<file path="src/rtl/seven_segment_reader.sv">
// ---------------------------------------------------------------------------
// seven_segment_reader
//   Receive side of a multiplexed, active-low 7-segment display bus. The
//   anode and segment lines are registered once, each digit's pattern must
//   stay unchanged for STABLE_CYCLES consecutive samples, and the stable
//   pattern is then decoded back to a hex value and stored for that digit.
//   Used next to the display driver to loop the display path back for
//   self-check.
//
// Parameters
//   NUM_DIGITS     number of anodes / digits scanned (1..8)
//   STABLE_CYCLES  identical samples needed before a pattern is decoded (2..255)
//
// Ports
//   clk          system clock, everything on the rising edge
//   reset        synchronous, active-high reset
//   an           anode enables, active-low, bit i selects digit i
//   seg          segment lines, active-low, bit0 = a ... bit6 = g
//   digits       decoded values, digit i at [4i+3:4i]
//   digit_valid  bit i set while digit i holds a decoded value
//   update       one-cycle pulse, a digit was written or blanked
//   update_idx   digit index of the latest update / pattern_err event
//   pattern_err  one-cycle pulse, a stable pattern was not a hex glyph
//   err_sticky   set by pattern_err, cleared only by reset
//   err_count    (only with SEG_READER_ERRCNT_EN) saturating count of
//                pattern_err pulses
//
// Build option
//   SEG_READER_ERRCNT_EN  adds the err_count output and its counter.
// ---------------------------------------------------------------------------
module seven_segment_reader #(
  parameter int NUM_DIGITS    = 4,
  parameter int STABLE_CYCLES = 4
) (
  input  logic                    clk,
  input  logic                    reset,
  input  logic [NUM_DIGITS-1:0]   an,
  input  logic [6:0]              seg,
  output logic [4*NUM_DIGITS-1:0] digits,
  output logic [NUM_DIGITS-1:0]   digit_valid,
  output logic                    update,
  output logic [2:0]              update_idx,
  output logic                    pattern_err,
  output logic                    err_sticky
`ifdef SEG_READER_ERRCNT_EN
  ,
  output logic [7:0]              err_count
`endif
);

  typedef enum logic [1:0] {
    IDLE,
    TRACK,
    DECODE,
    DONE
  } stateT;

  stateT                 state;
  stateT                 nextState;
  logic [NUM_DIGITS-1:0] anSample;
  logic [6:0]            segSample;
  logic [7:0]            runCount;
  logic [7:0]            nextCount;
  logic [2:0]            capIdx;
  logic [6:0]            capSeg;
  logic                  capture;
  logic                  fire;
  logic [3:0]            zeroCount;
  logic                  sampleSingle;
  logic [2:0]            sampleIdx;
  logic                  sameRun;
  logic                  runComplete;
  logic                  tableHit;
  logic [3:0]            tableValue;
  logic                  isBlank;

  // Single sampling stage: every decision below looks only at these
  // registered copies of the display bus, never at the raw inputs.
  always_ff @(posedge clk) begin
    if (reset) begin
      anSample  <= '0;
      segSample <= '0;
    end else begin
      anSample  <= an;
      segSample <= seg;
    end
  end

  // A sample belongs to one digit only when exactly one anode is driven
  // low; the position of that low bit is the digit index.
  always_comb begin
    zeroCount = '0;
    sampleIdx = '0;
    for (int i = 0; i < NUM_DIGITS; i++) begin
      if (!anSample[i]) begin
        zeroCount = zeroCount + 4'd1;
        sampleIdx = i[2:0];
      end
    end
    sampleSingle = (zeroCount == 4'd1);
  end

  // The current run continues only while both the digit and its pattern
  // match what was captured at the start of the run. The run is complete
  // on the sample that brings the count up to STABLE_CYCLES.
  assign sameRun     = (sampleIdx == capIdx) && (segSample == capSeg);
  assign runComplete = (({1'b0, runCount} + 9'd1) == 9'(STABLE_CYCLES));

  // State register plus the run bookkeeping that moves with it.
  always_ff @(posedge clk) begin
    if (reset) begin
      state    <= IDLE;
      runCount <= '0;
      capIdx   <= '0;
      capSeg   <= '0;
    end else begin
      state    <= nextState;
      runCount <= nextCount;
      if (capture) begin
        capIdx <= sampleIdx;
        capSeg <= segSample;
      end
    end
  end

  // Next-state logic. Any change of digit or pattern restarts the run at
  // one, so the counter can never wrap. The decode work itself is launched
  // on the TRACK->DECODE transition so that the result registers and the
  // event pulse appear together during the single DECODE cycle. DECODE
  // ignores its sample; DONE keeps a finished run from firing twice.
  always_comb begin
    nextState = state;
    nextCount = runCount;
    capture   = 1'b0;
    fire      = 1'b0;
    case (state)
      IDLE: begin
        if (sampleSingle) begin
          nextState = TRACK;
          nextCount = 8'd1;
          capture   = 1'b1;
        end
      end
      TRACK: begin
        if (!sampleSingle) begin
          nextState = IDLE;
        end else if (!sameRun) begin
          nextCount = 8'd1;
          capture   = 1'b1;
        end else if (runComplete) begin
          nextState = DECODE;
          fire      = 1'b1;
        end else begin
          nextCount = runCount + 8'd1;
        end
      end
      DECODE: begin
        nextState = DONE;
      end
      DONE: begin
        if (!sampleSingle) begin
          nextState = IDLE;
        end else if (!sameRun) begin
          nextState = TRACK;
          nextCount = 8'd1;
          capture   = 1'b1;
        end
      end
      default: begin
        nextState = IDLE;
      end
    endcase
  end

  // Glyph table: the active-low patterns the display driver emits for
  // hex digits 0..F (lower-case b and d).
  always_comb begin
    tableHit   = 1'b0;
    tableValue = '0;
    case (capSeg)
      7'b1000000: begin tableHit = 1'b1; tableValue = 4'h0; end
      7'b1111001: begin tableHit = 1'b1; tableValue = 4'h1; end
      7'b0100100: begin tableHit = 1'b1; tableValue = 4'h2; end
      7'b0110000: begin tableHit = 1'b1; tableValue = 4'h3; end
      7'b0011001: begin tableHit = 1'b1; tableValue = 4'h4; end
      7'b0010010: begin tableHit = 1'b1; tableValue = 4'h5; end
      7'b0000010: begin tableHit = 1'b1; tableValue = 4'h6; end
      7'b1111000: begin tableHit = 1'b1; tableValue = 4'h7; end
      7'b0000000: begin tableHit = 1'b1; tableValue = 4'h8; end
      7'b0010000: begin tableHit = 1'b1; tableValue = 4'h9; end
      7'b0001000: begin tableHit = 1'b1; tableValue = 4'hA; end
      7'b0000011: begin tableHit = 1'b1; tableValue = 4'hB; end
      7'b1000110: begin tableHit = 1'b1; tableValue = 4'hC; end
      7'b0100001: begin tableHit = 1'b1; tableValue = 4'hD; end
      7'b0000110: begin tableHit = 1'b1; tableValue = 4'hE; end
      7'b0001110: begin tableHit = 1'b1; tableValue = 4'hF; end
      default: begin
        tableHit   = 1'b0;
        tableValue = '0;
      end
    endcase
  end

  assign isBlank = (capSeg == 7'b1111111);

  // Per-digit storage and event pulses. Only the captured digit is touched;
  // a blank pattern clears that digit's valid flag but keeps its old value,
  // and an unknown pattern raises the error without disturbing storage.
  always_ff @(posedge clk) begin
    if (reset) begin
      digits      <= '0;
      digit_valid <= '0;
      update      <= 1'b0;
      update_idx  <= '0;
      pattern_err <= 1'b0;
      err_sticky  <= 1'b0;
    end else begin
      update      <= 1'b0;
      pattern_err <= 1'b0;
      if (fire) begin
        update_idx <= capIdx;
        if (tableHit) begin
          update <= 1'b1;
          for (int i = 0; i < NUM_DIGITS; i++) begin
            if (capIdx == i[2:0]) begin
              digits[4*i +: 4] <= tableValue;
              digit_valid[i]   <= 1'b1;
            end
          end
        end else if (isBlank) begin
          update <= 1'b1;
          for (int i = 0; i < NUM_DIGITS; i++) begin
            if (capIdx == i[2:0]) begin
              digit_valid[i] <= 1'b0;
            end
          end
        end else begin
          pattern_err <= 1'b1;
          err_sticky  <= 1'b1;
        end
      end
    end
  end

`ifdef SEG_READER_ERRCNT_EN
  // Saturating count of unknown-pattern events; it parks at 255 rather
  // than wrapping back to a misleading small number.
  always_ff @(posedge clk) begin
    if (reset) begin
      err_count <= '0;
    end else if (fire && !tableHit && !isBlank && (err_count != 8'hFF)) begin
      err_count <= err_count + 8'd1;
    end
  end
`endif

endmodule

</file>
<file path="config.mk">
export PLATFORM = sky130hd
export DESIGN_NAME = seven_segment_reader
export DESIGN_NICKNAME = d
export VERILOG_FILES = /design/src/rtl/seven_segment_reader.sv
export SDC_FILE = /design/constraint.sdc
export NUM_CORES = 1
export LEC_CHECK = 0
export BUFFER_PORTS_ARGS = -buffer_cell sky130_fd_sc_hd__buf_2
export CORE_UTILIZATION = 52
export CTS_CLUSTER_SIZE = 16
export DETAILED_ROUTE_END_ITERATION = 12
export GPL_ROUTABILITY_DRIVEN = 0
export GPL_TIMING_DRIVEN = 0
export HOLD_SLACK_MARGIN = 0.15
export PLACE_DENSITY = 0.78
export SLEW_MARGIN = 20
export SYNTH_ARGS = -nofsm -noshare
export SYNTH_HDL_FRONTEND = slang
export SYNTH_SLANG_ARGS = --single-unit
export TNS_END_PERCENT = 50
</file>
<file path="constraint.sdc">
create_clock -name clk -period 3.35 [get_ports clk]
set_input_delay 0.1675 -clock clk [delete_from_list [all_inputs] [get_ports clk]]
set_output_delay 0.1675 -clock clk [all_outputs]
set_load 0.005 [all_outputs]
</file>
==> results_dict.tcl <==
set metrics [dict create \
    status "complete, no violations" \
    ios 39 \
    grt_pass1_wl_mm 11.1 \
    grt_usage 0.225 \
    seq_area_sq_mm 0.00110 \
    cts.sinks 55 \
    first_global_vias 2424 \
    cts_max_level 2 \
    synth_nets 361 \
    synth_cells 343 \
    vdd_ir_drop_max_mv 0.293 \
    synth_edf_count 0 \
    max_stage_delay_ns 0.54 \
    drive_above_1_share 0.191 \
    dp_hpwl_mm 4.58 \
    place_inst 452 \
    synth_common_cells "dfxtp_1, nand2_1, mux2i_1, nor2_1, nand3_1" \
    startpoint "anSample[1]" \
    period_share 0.937 \
    multiInputGateArea_sq_mm 0.00173 \
    required_ns 3.58 \
    power.density_mw_per_mm2 374 \
    vias 2600 \
    antenna_found_initial 0 \
    fin_worst_skew_ns 0.00847 \
    synthTopCellsByArea "dfxtp_1, mux2i_1, nand2_1" \
    ys_seq_area_frac 0.366 \
    fin_hold_ws_ns 0.259 \
    path_cells "inv_1 > ha_1 > xnor2_1 > ha_1 > or3b_1 > a21o_1 > a21oi_4 > nand4_4 > nor4b_4 > mux2i_1" \
    yosysWarnings 0 \
    drv_cap 0 \
    power_leakage_uw 0.00137 \
    cp_slowest_cell "nor4b_4" \
    reg2reg_from "anSample[1]" \
    die_y_um 78.1 \
    port_buffers 37 \
    arrival_ns 3.37 \
    synth-main-ff-cell "dfxtp_1" \
    worstSkewPairLatency_ns 0.30 \
    totalWireLength_mm 6.46 \
    syn_area_sq_mm 0.00301 \
    fmax_mhz 318 \
    slew_headroom 0.531 \
    syn_avg_cell_area_sq_um 8.78 \
    grt_max_degree 16 \
    setup_viol 0 \
    core_area_sq_mm 0.00554 \
    antenna_cells 0 \
    end_kind "flip-flop" \
    async_flop_share 0 \
    cpMostUsedCell "ha_1" \
    path_buf_inv 1 \
    ant_nets 0 \
    clk_pin_slew_worst_paths_ns 0.09 \
    holdCritStartpoint "reset" \
    cts_tree "yes" \
    yosys.cell_count.top_type "dfxtp_1" \
    crit_type "flip-flop to flip-flop" \
    cp_max_fo 10 \
    fin_crit_ns 3.14 \
    slew_viol_final 0 \
    synth_seq_cells 55 \
    vias_per_cell 5.53 \
    critPathLaunchType "flip-flop" \
    cts_buffers 5 \
    ys_types 59 \
    hold_class "primary input to flip-flop" \
    fin_setup_tns_ns 0 \
    cts_buffer_depth 2 \
    yosys.area.top_type "dfxtp_1" \
    firstDrtPassIters 4 \
    die_x_um 78.1 \
    post_cts_buffers 0 \
    num_rows 27 \
    nets 416 \
    fin_cells 470 \
    cts_hold_buf 11 \
    drc 0 \
    start_util 0.544 \
    die_area_sq_mm 0.00610 \
    hold_viol 0 \
    cts_resized 0 \
    critical_path.top_delay_family "simple AND/OR/NAND/NOR gates" \
    avgRoutedWirePerCell_um 13.7 \
    root_buffer "clkbuf_8" \
    rsz0062_at_grt "no" \
    overflow 0 \
    tightest_slew_ns 0.698 \
    synthToLayoutAreaGrowth_pct 16.2 \
    nFillCells 515 \
    synth_top_area_frac 0.366 \
    drtIter0Drc 136 \
]
per-layer routing:
layer | up-vias | GRT usage | share of wire
li1 | 1317 | - | -
met1 | 1213 | 0.278 | 0.46
met2 | 66 | 0.389 | 0.49
met3 | 4 | 0.0442 | 0.045
met4 | 0 | 0.0704 | 0.0053
met5 | - | 0 | 0
report_power, final:
part | internal [uW] | switching (uW) | total (uW)
clock | 219 | 202 | 421
combinational | 86.0 | 120 | 206
sequential | 669 | 12.3 | 682
total | 975 | 334 | 1310
registers in the layout (all words and copies together), names as in the netlist, 2 cells and up, named ones only:
signal / flops
update_idx: 2
runCount: 8
digits: 16
capSeg: 7
capIdx: 2
digit_valid: 4
anSample: 4
segSample: 7
cell type report:
cell class | count | share of cell area
buffer | 29 | 0.0429
clock buffer | 6 | 0.0207
clock inverter | 1 | 0.00858
inverter | 9 | 0.00965
multi-input combinational | 250 | 0.493
sequential | 55 | 0.315
tap | 72 | 0.0257
timing repair buffer | 48 | 0.0844
worst register-to-register path, delay by kind of cell (launching register included):
kind / cells / cell delay, ns
adders and majority gates: 2 / 0.63
xor gates and xnor gates: 1 / 0.15
muxes: 1 / 0.25
and+or+nand+nor: 3 / 1.16
AOI/OAI and AO/OA: 2 / 0.44
buffers and inverters: 1 / 0.07
DFF: 1 / 0.38
layout by cell type (no fill, tap or decap), types with 3 or more instances in the layout:
cell type      count
nor3b_1            3
xnor2_1           13
mux2i_1           25
a21oi_1            6
nor2_1            23
clkbuf_1          12
a311oi_1           3
nor4_4             3
nand3b_1           3
a21o_1             3
ha_1               5
dlygate4sd3_1     11
a211oi_1           3
o21ai_0           11
nand2_1           43
nor2b_1           16
and3b_1            4
clkbuf_8           5
o2bb2ai_1          4
nor3_1             9
nand4_1            7
buf_2             49
dfxtp_1           55
nand3_1           19
buf_4              4
inv_1              8
nor4_1             6
per-stage QoR:
| step | util | area, sq um | setup WS (ns) | total power [uW] |
|---|---|---|---|---|
| finish | 0.632 | 3500 | 0.210 | 1310 |
| floorplan | - | 3010 | 0.530 | 849 |
| global route | 0.632 | 3500 | 0.00141 | 1370 |
| global placement | 0.593 | 3290 | 0.282 | 885 |
| detailed placement | 0.593 | 3290 | 0.214 | 891 |
| CTS | 0.632 | 3500 | 0.192 | 1320 |
cell families after synthesis:
kind of cell               Yosys count  synth area share
adders and majority gates            5            0.0208
buffers and inverters               38            0.0611
DFF                                 55             0.366
AOI/OAI and AO/OA                   47             0.119
xor gates and xnor gates            14            0.0407
muxes                               25            0.0831
and+or+nand+nor                    158             0.309
other                                1           0.00125
worst paths after layout:
check / slack, ns / endpoint / cells after the start
min: 0.26 / runCount[3] / 3
min reg2reg: 0.45 / digit_valid[3] / 2
max: 0.21 / digits[5] / 10
max reg2reg: 0.21 / digits[5] / 10
Note: power is estimated with default switching activity, not from simulation.
